**config.mk**
```make
export PLATFORM = sky130hd
export DESIGN_NAME = tmnt_palette_fetch_flat
export DESIGN_NICKNAME = d
export VERILOG_FILES = /design/src/rtl/tmnt_video_pkg.sv /design/src/rtl/tmnt_palette_fetch_if.sv /design/src/rtl/tmnt_pal_prio.sv /design/src/rtl/tmnt_palette_fetch.sv /design/src/flat_wrapper.sv
export SDC_FILE = /design/constraint.sdc
export NUM_CORES = 1
export LEC_CHECK = 0
export ABC_AREA = 1
export ABC_CLOCK_PERIOD_IN_PS = 4600
export CAP_MARGIN = 20
export CORE_MARGIN = 10
export CORE_UTILIZATION = 45
export CTS_CLUSTER_SIZE = 20
export DETAILED_ROUTE_END_ITERATION = 7
export PLACE_DENSITY = 0.91
export SLEW_MARGIN = 15
export SYNTH_ARGS = -nofsm -noshare
export SYNTH_HDL_FRONTEND = slang
export SYNTH_SLANG_ARGS = --single-unit
```
**constraint.sdc**
```tcl
create_clock -name clk_24M -period 4.6 [get_ports clk_24M]
set_clock_uncertainty 0.1 [all_clocks]
set_input_delay 0.69 -clock clk_24M [delete_from_list [all_inputs] [get_ports clk_24M]]
set_output_delay 0.69 -clock clk_24M [all_outputs]
set_load 0.02 [all_outputs]
```
**src/rtl/tmnt_video_pkg.sv**
```systemverilog
// Shared video constants and types for the TMNT palette path.
// Phase numbering, RGB555 field layout and the shadow helper.
package tmnt_video_pkg;

  localparam logic [1:0] PH_SRC = 2'd0;
  localparam logic [1:0] PH_LO  = 2'd1;
  localparam logic [1:0] PH_HI  = 2'd2;
  localparam logic [1:0] PH_CPU = 2'd3;

  localparam int CH_W  = 5;
  localparam int R_LSB = 0;
  localparam int G_LSB = 5;
  localparam int B_LSB = 10;

  typedef logic [10:0] pal_idx_t;

  function automatic logic [14:0] shade(
    input logic [14:0] c,
    input logic        s
  );
    return s ? {1'b0, c[14:11],
                1'b0, c[9:6],
                1'b0, c[4:1]} : c;
  endfunction

endpackage

```
**src/rtl/tmnt_palette_fetch_if.sv**
```systemverilog
// CPU palette-access port of the palette fetch block.
// The CPU side is the master; the fetch block serves it.
interface tmnt_palette_fetch_if #(
  parameter int PAL_AW = 12
);

  logic              CPU_REQ;
  logic              CPU_WR;
  logic [PAL_AW-1:0] CPU_A;
  logic [7:0]        CPU_D;
  logic [7:0]        CPU_Q;
  logic              CPU_ACK;

  modport master (
    output CPU_REQ, CPU_WR, CPU_A, CPU_D,
    input  CPU_Q, CPU_ACK
  );

  modport slave (
    input  CPU_REQ, CPU_WR, CPU_A, CPU_D,
    output CPU_Q, CPU_ACK
  );

endinterface

```
**src/rtl/tmnt_pal_prio.sv**
```systemverilog
// Registered sprite/tile source select feeding the palette fetch.
// Shadow register exists only with PALETTE_SHADOW_EN defined.
module tmnt_pal_prio
  import tmnt_video_pkg::*;
#(
  parameter logic SPR_BANK = 1'b1
) (
  input  logic     clk,
  input  logic     rst_n,
  input  logic     cap_i,
  input  logic [9:0] ob_i,
  input  logic     nco0_i,
  input  logic     shad_i,
  input  logic     ncbk_i,
  input  logic [9:0] tile_col_i,
  input  logic     tile_pri_i,
  output pal_idx_t idx_o,
  output logic     shad_o,
  output logic     blank_n_o
);

  logic     spr_win;
  pal_idx_t idx_d;
  pal_idx_t idx_q;
  logic     blank_n_q;

  // A tile only beats the sprite when its pixel nibble is opaque
  assign spr_win = nco0_i &
    ~(tile_pri_i & (tile_col_i[3:0] != 4'd0));

  assign idx_d = spr_win ? {SPR_BANK, ob_i}
                         : {~SPR_BANK, tile_col_i};

  always_ff @(posedge clk or negedge rst_n) begin
    if (!rst_n) begin
      idx_q     <= '0;
      blank_n_q <= 1'b0;
    end else if (cap_i) begin
      idx_q     <= idx_d;
      blank_n_q <= ncbk_i;
    end
  end

`ifdef PALETTE_SHADOW_EN
  logic shad_q;

  always_ff @(posedge clk or negedge rst_n) begin
    if (!rst_n) begin
      shad_q <= 1'b0;
    end else if (cap_i) begin
      shad_q <= shad_i & spr_win;
    end
  end

  assign shad_o = shad_q;
`else
  logic unused_shad;

  assign unused_shad = shad_i;
  assign shad_o      = 1'b0;
`endif

  assign idx_o     = idx_q;
  assign blank_n_o = blank_n_q;

endmodule

```
**src/rtl/tmnt_palette_fetch.sv**
```systemverilog
// Palette fetch: two byte reads per pixel plus one CPU slot.
// PALETTE_SHADOW_EN enables shadow halving of sprite pixels.
module tmnt_palette_fetch
  import tmnt_video_pkg::*;
#(
  parameter int   PAL_AW   = 12,
  parameter logic SPR_BANK = 1'b1
) (
  input  logic              clk_24M,
  input  logic              nRES,
  input  logic              PIX_CE,
  input  logic [11:0]       OB,
  input  logic              NCO0,
  input  logic              SHAD,
  input  logic              NCBK,
  input  logic [9:0]        TILE_COL,
  input  logic              TILE_PRI,
  output logic [PAL_AW-1:0] PAL_A,
  input  logic [7:0]        PAL_DI,
  output logic [7:0]        PAL_DO,
  output logic              PAL_WE,
  tmnt_palette_fetch_if.slave cpu,
  output logic [4:0]        R,
  output logic [4:0]        G,
  output logic [4:0]        B,
  output logic              PIX_VALID
);

  logic [1:0]  ph_q;
  logic [1:0]  ph_d;
  logic [1:0]  ph;
  logic [7:0]  lo_q;
  logic [7:0]  hi_q;
  logic [7:0]  q_q;
  logic        srv_q;
  logic        wr_q;
  logic        ack_q;
  logic        vld_q;
  logic [14:0] rgb_q;
  logic [14:0] rgb_d;
  logic        serve;
  pal_idx_t    idx;
  logic        shad;
  logic        blank_n;
  logic        unused;

  assign unused = ^{OB[11:10], hi_q[7]};

  // An early PIX_CE restarts the pixel at phase 0
  assign ph    = PIX_CE ? PH_SRC : ph_q;
  assign ph_d  = ph + 2'd1;
  assign serve = (ph == PH_CPU) & cpu.CPU_REQ & ~srv_q;

  tmnt_pal_prio #(
    .SPR_BANK (SPR_BANK)
  ) u_prio (
    .clk        (clk_24M),
    .rst_n      (nRES),
    .cap_i      (ph == PH_SRC),
    .ob_i       (OB[9:0]),
    .nco0_i     (NCO0),
    .shad_i     (SHAD),
    .ncbk_i     (NCBK),
    .tile_col_i (TILE_COL),
    .tile_pri_i (TILE_PRI),
    .idx_o      (idx),
    .shad_o     (shad),
    .blank_n_o  (blank_n)
  );

  always_comb begin
    PAL_A  = PAL_AW'({idx, 1'b0});
    PAL_WE = 1'b0;
    PAL_DO = 8'h00;
    unique case (1'b1)
      ph == PH_HI: PAL_A = PAL_AW'({idx, 1'b1});
      ph == PH_CPU: begin
        if (serve) begin
          PAL_A  = cpu.CPU_A;
          PAL_WE = cpu.CPU_WR;
          PAL_DO = cpu.CPU_D;
        end else begin
          PAL_A  = PAL_AW'({idx, 1'b1});
        end
      end
      default: ;
    endcase
  end

  assign rgb_d = blank_n ? shade({hi_q[6:0], lo_q}, shad)
                         : 15'h0000;

  always_ff @(posedge clk_24M or negedge nRES) begin
    if (!nRES) begin
      ph_q  <= PH_SRC;
      lo_q  <= 8'h00;
      hi_q  <= 8'h00;
      q_q   <= 8'h00;
      srv_q <= 1'b0;
      wr_q  <= 1'b0;
      ack_q <= 1'b0;
      vld_q <= 1'b0;
      rgb_q <= 15'h0000;
    end else begin
      ph_q  <= ph_d;
      srv_q <= serve;
      ack_q <= 1'b0;
      vld_q <= 1'b0;
      if (serve) wr_q <= cpu.CPU_WR;
      unique case (1'b1)
        ph == PH_SRC: begin
          vld_q <= 1'b1;
          rgb_q <= rgb_d;
          ack_q <= srv_q;
          if (srv_q && !wr_q) q_q <= PAL_DI;
        end
        ph == PH_HI:  lo_q <= PAL_DI;
        ph == PH_CPU: hi_q <= PAL_DI;
        default: ;
      endcase
    end
  end

  assign R           = rgb_q[R_LSB +: CH_W];
  assign G           = rgb_q[G_LSB +: CH_W];
  assign B           = rgb_q[B_LSB +: CH_W];
  assign PIX_VALID   = vld_q;
  assign cpu.CPU_Q   = q_q;
  assign cpu.CPU_ACK = ack_q;

endmodule

```
**src/flat_wrapper.sv**
```systemverilog
// flat-port wrapper written by rule: the top's interface ports become plain ports
module tmnt_palette_fetch_flat import tmnt_video_pkg::*;
#(
  parameter int   PAL_AW   = 12,
  parameter logic SPR_BANK = 1'b1
)
  (clk_24M, nRES, PIX_CE, OB, NCO0, SHAD, NCBK, TILE_COL, TILE_PRI, PAL_A, PAL_DI, PAL_DO, PAL_WE, R, G, B, PIX_VALID, cpu_CPU_REQ, cpu_CPU_WR, cpu_CPU_A, cpu_CPU_D, cpu_CPU_Q, cpu_CPU_ACK);
  tmnt_palette_fetch_if #(.PAL_AW(PAL_AW)) cpu_i ();
  input  logic clk_24M;
  input  logic nRES;
  input  logic PIX_CE;
  input  logic [11:0] OB;
  input  logic NCO0;
  input  logic SHAD;
  input  logic NCBK;
  input  logic [9:0] TILE_COL;
  input  logic TILE_PRI;
  output logic [PAL_AW-1:0] PAL_A;
  input  logic [7:0] PAL_DI;
  output logic [7:0] PAL_DO;
  output logic PAL_WE;
  output logic [4:0] R;
  output logic [4:0] G;
  output logic [4:0] B;
  output logic PIX_VALID;
  input wire logic [$bits(cpu_i.CPU_REQ)-1:0] cpu_CPU_REQ;
  input wire logic [$bits(cpu_i.CPU_WR)-1:0] cpu_CPU_WR;
  input wire logic [$bits(cpu_i.CPU_A)-1:0] cpu_CPU_A;
  input wire logic [$bits(cpu_i.CPU_D)-1:0] cpu_CPU_D;
  output wire logic [$bits(cpu_i.CPU_Q)-1:0] cpu_CPU_Q;
  output wire logic [$bits(cpu_i.CPU_ACK)-1:0] cpu_CPU_ACK;
  assign cpu_i.CPU_REQ = cpu_CPU_REQ;
  assign cpu_i.CPU_WR = cpu_CPU_WR;
  assign cpu_i.CPU_A = cpu_CPU_A;
  assign cpu_i.CPU_D = cpu_CPU_D;
  assign cpu_CPU_Q = cpu_i.CPU_Q;
  assign cpu_CPU_ACK = cpu_i.CPU_ACK;
  tmnt_palette_fetch #(.PAL_AW(PAL_AW), .SPR_BANK(SPR_BANK)) u_core (.clk_24M(clk_24M), .nRES(nRES), .PIX_CE(PIX_CE), .OB(OB), .NCO0(NCO0), .SHAD(SHAD), .NCBK(NCBK), .TILE_COL(TILE_COL), .TILE_PRI(TILE_PRI), .PAL_A(PAL_A), .PAL_DI(PAL_DI), .PAL_DO(PAL_DO), .PAL_WE(PAL_WE), .cpu(cpu_i), .R(R), .G(G), .B(B), .PIX_VALID(PIX_VALID));
endmodule
```
==> flow_metrics.tcl <==
set metrics [dict create \
    start_util_pct 47.0 \
    wl_um 7290 \
    rows 27 \
    clk_latency_ns 0.30 \
    slowest_stage "clkdlybuf4s50_1" \
    setup.worst_path.start_class "input pin" \
    via_count 2408 \
    syn_area_mm2 0.00262 \
    drive_gt1_share_pct 5.41 \
    grt_max_degree 57 \
    post_synth.cell_area_avg_um2 8.00 \
    irDropWorstVdd_mv 0.224 \
    n_antenna_cell 0 \
    critical_path.max_stage_delay_ns 0.57 \
    cts_hold_buf 0 \
    yosys_register_bits 56 \
    arrival_ns 3.30 \
    slew_violations 0 \
    syn_to_final_growth_pct 43.1 \
    finalSetupTns_ns 0 \
    syn_nets 390 \
    ctsResizeCount 0 \
    design.core.area_mm2 0.00557 \
    drc_errors 0 \
    setup_viol 0 \
    p_leak_uw 0.00185 \
    clkPwrFrac_pct 18.5 \
    nFillCells 447 \
    power_uw 1470 \
    postRouteAntennaNets 0 \
    hold_path.class "reg -> reg" \
    path_cells "clkdlybuf4s50_1, inv_1, nand2_1, inv_1, ha_1, nand2_1, nor2_2, buf_4, inv_2, a21oi_2, o21ai_0, clkdlybuf4s50_1" \
    powerDensity_mw_per_mm2 391 \
    grtUsageTotal_pct 15.4 \
    ios 105 \
    r2r_cells 7 \
    final_cells 497 \
    seq_power_share_pct 46.0 \
    p_sw_share_pct 33.4 \
    grt_pass1_wl_um 11400 \
    antenna_found_initial 0 \
    die-area_mm2 0.00928 \
    required_ns 3.81 \
    p_switching_uw 491 \
    postCtsSetupBuffers 0 \
    holdPathStages 2 \
    ctsHtreeMaxLevel 2 \
    synthTopCellsByArea "dfrtp_1 53%, nand2_1 12%, inv_1 10%, o21ai_0 6.7%, nand3_1 5.9%" \
    die_w_um 96.3 \
    dp_hpwl_um 5670 \
    dp_cells 489 \
    viasPerCell 4.85 \
    crit_fanout 13 \
    cts_buffers 5 \
    synth_seq_area_share_pct 53.4 \
    worst_pin_slew_ns 0.801 \
    worstSetupPathType "in -> out" \
    root_buffer "clkbuf_8" \
    drt_iter0_drc 93 \
    fin_util_pct 67.3 \
    p_int_uw 978 \
    io_buffer_count 101 \
    ff_latch_area_mm2 0.00140 \
    min_period_ns 4.09 \
    finalNetCount 486 \
    gp_congestion 0.883 \
    pwr-share-comb_pct 35.5 \
    layout_worst_path_cycle_share_pct 88.9 \
    fp.dieH_um 96.3 \
    cts.path.max_buffers 2 \
    synth_cell_types 18 \
    cts_tree "built" \
    cap_violations 0 \
    synth.top_cell.area_share_pct 53.4 \
    status "complete, no violations" \
    clk_pin_slew_worst_paths_ns 0.09 \
    drtPass1Iterations 4 \
    synth_warnings 0 \
    rsz0062_at_grt "false" \
    end_kind "primary output" \
    grt_pass1_vias 2427 \
    grt-ovfl-total 0 \
    cts.sinks 56 \
    maxSlewHeadroom_pct 46.3 \
    clock.fmax_mhz 245 \
    synth_cells 328 \
    routedWlPerCell_um 14.7 \
    multi_input_area_um2 862 \
    yosys.area.top_type "dfrtp_1" \
    hold_viol 0 \
]
-- cell type report --
| class | count | share of cell area (%) |
|---|---|---|
| Inverter | 72 | 7.20 |
| Clock inverter | 1 | 0.200 |
| Multi-Input combinational cell | 184 | 23.0 |
| Clock buffer | 7 | 2.30 |
| Tap cell | 72 | 2.40 |
| Timing Repair Buffer | 105 | 27.6 |
| Sequential cell | 56 | 37.3 |
-- routing by layer --
metal	global-route usage (%)	wire, um	vias up
li1	-	-	1182
met2	25.7	3500	104
met1	18.0	2920	1107
met3	5.84	735	15
met5	0	0	-
met4	4.60	136	0
-- cell families (layout without fill, tap and decap cells) --
group	after synthesis	after routing	synth area share [%]
and+or+nand+nor	127	127	19.8
AOI/OAI and AO/OA	54	54	11.6
DFF	56	56	53.4
adders and majority gates	3	3	1.43
buffers and inverters	88	185	13.7
-- critical path: cells and delay by family --
kind            cells  cell delay [ns]
buf+inv             6             1.47
compound gates      2             0.64
simple gates        3             0.26
fa+ha+maj           1             0.24
-- power by group through the flow --
stage,Clock (uW),Combinational [uW],Sequential (uW)
after floorplan,0,194,741
after CTS,278,530,675
final,272,522,675
after global placement,0,513,675
after detailed placement,0,529,683
after global routing,297,570,687
-- synth_stat cells --
library cell	number
nand3_1	31
nor2_1	12
buf_2	5
buf_6	2
or2_1	1
o21ai_1	10
nor2_2	1
buf_4	2
a21oi_2	1
clkinv_1	1
dfrtp_1	56
nand2_1	82
clkbuf_1	7
ha_1	3
o21ai_0	35
inv_1	70
o21ai_2	8
inv_2	1
-- placed cells by master, fill, tap and decap left out --
| cell type | n |
|---|---|
| clkinv_1 | 1 |
| nor2_1 | 12 |
| buf_4 | 4 |
| clkbuf_8 | 6 |
| nand3_1 | 31 |
| clkbuf_1 | 1 |
| clkdlybuf4s50_1 | 100 |
| nand2_1 | 82 |
| dfrtp_1 | 56 |
| o21ai_0 | 35 |
| o21ai_2 | 8 |
| ha_1 | 3 |
| buf_2 | 1 |
| inv_2 | 1 |
| o21ai_1 | 10 |
| clkinvlp_4 | 1 |
| inv_1 | 70 |
| nor2_2 | 1 |
| a21oi_2 | 1 |
| or2_1 | 1 |
-- path summary, 6_finish.rpt --
path	start	slack [ns]	endpoint
setup / recovery	PIX_CE	0.51	PAL_A[10]
hold / removal	u_core.u_prio.blank_n_o	0.38	u_core.u_prio.blank_n_o
setup reg to reg	u_core.ph_q[0]	2.68	u_core.cpu.CPU_Q[1]
hold reg to reg	u_core.u_prio.blank_n_o	0.38	u_core.u_prio.blank_n_o
max in group asynchronous	nRES	3.52	u_core.cpu.CPU_ACK
min in group asynchronous	nRES	0.40	u_core.rgb_q[4]
-- flip-flops by register name, indices dropped and copies added, names as in the netlist --
| register | flops |
|---|---|
| u_core.hi_q | 7 |
| u_core.lo_q | 8 |
| u_core.wr_q | 1 |
| u_core.PIX_VALID | 1 |
| u_core.u_prio.idx_o | 11 |
| u_core.ph_q | 2 |
| u_core.srv_q | 1 |
| u_core.rgb_q | 15 |
| u_core.u_prio.blank_n_o | 1 |
| u_core.cpu.CPU_Q | 8 |
| u_core.cpu.CPU_ACK | 1 |
-- through the flow --
stage	instance area, um^2	setup slack (ns)	hold WS, ns
finish	3750	0.512	0.382
global route	3750	0.297	0.407
CTS	3750	0.508	0.385
detailed placement	3660	0.525	0.364
global placement	3660	0.614	0.357
floorplan	2620	1.90	0.294
(Power assumes the default switching activity.)
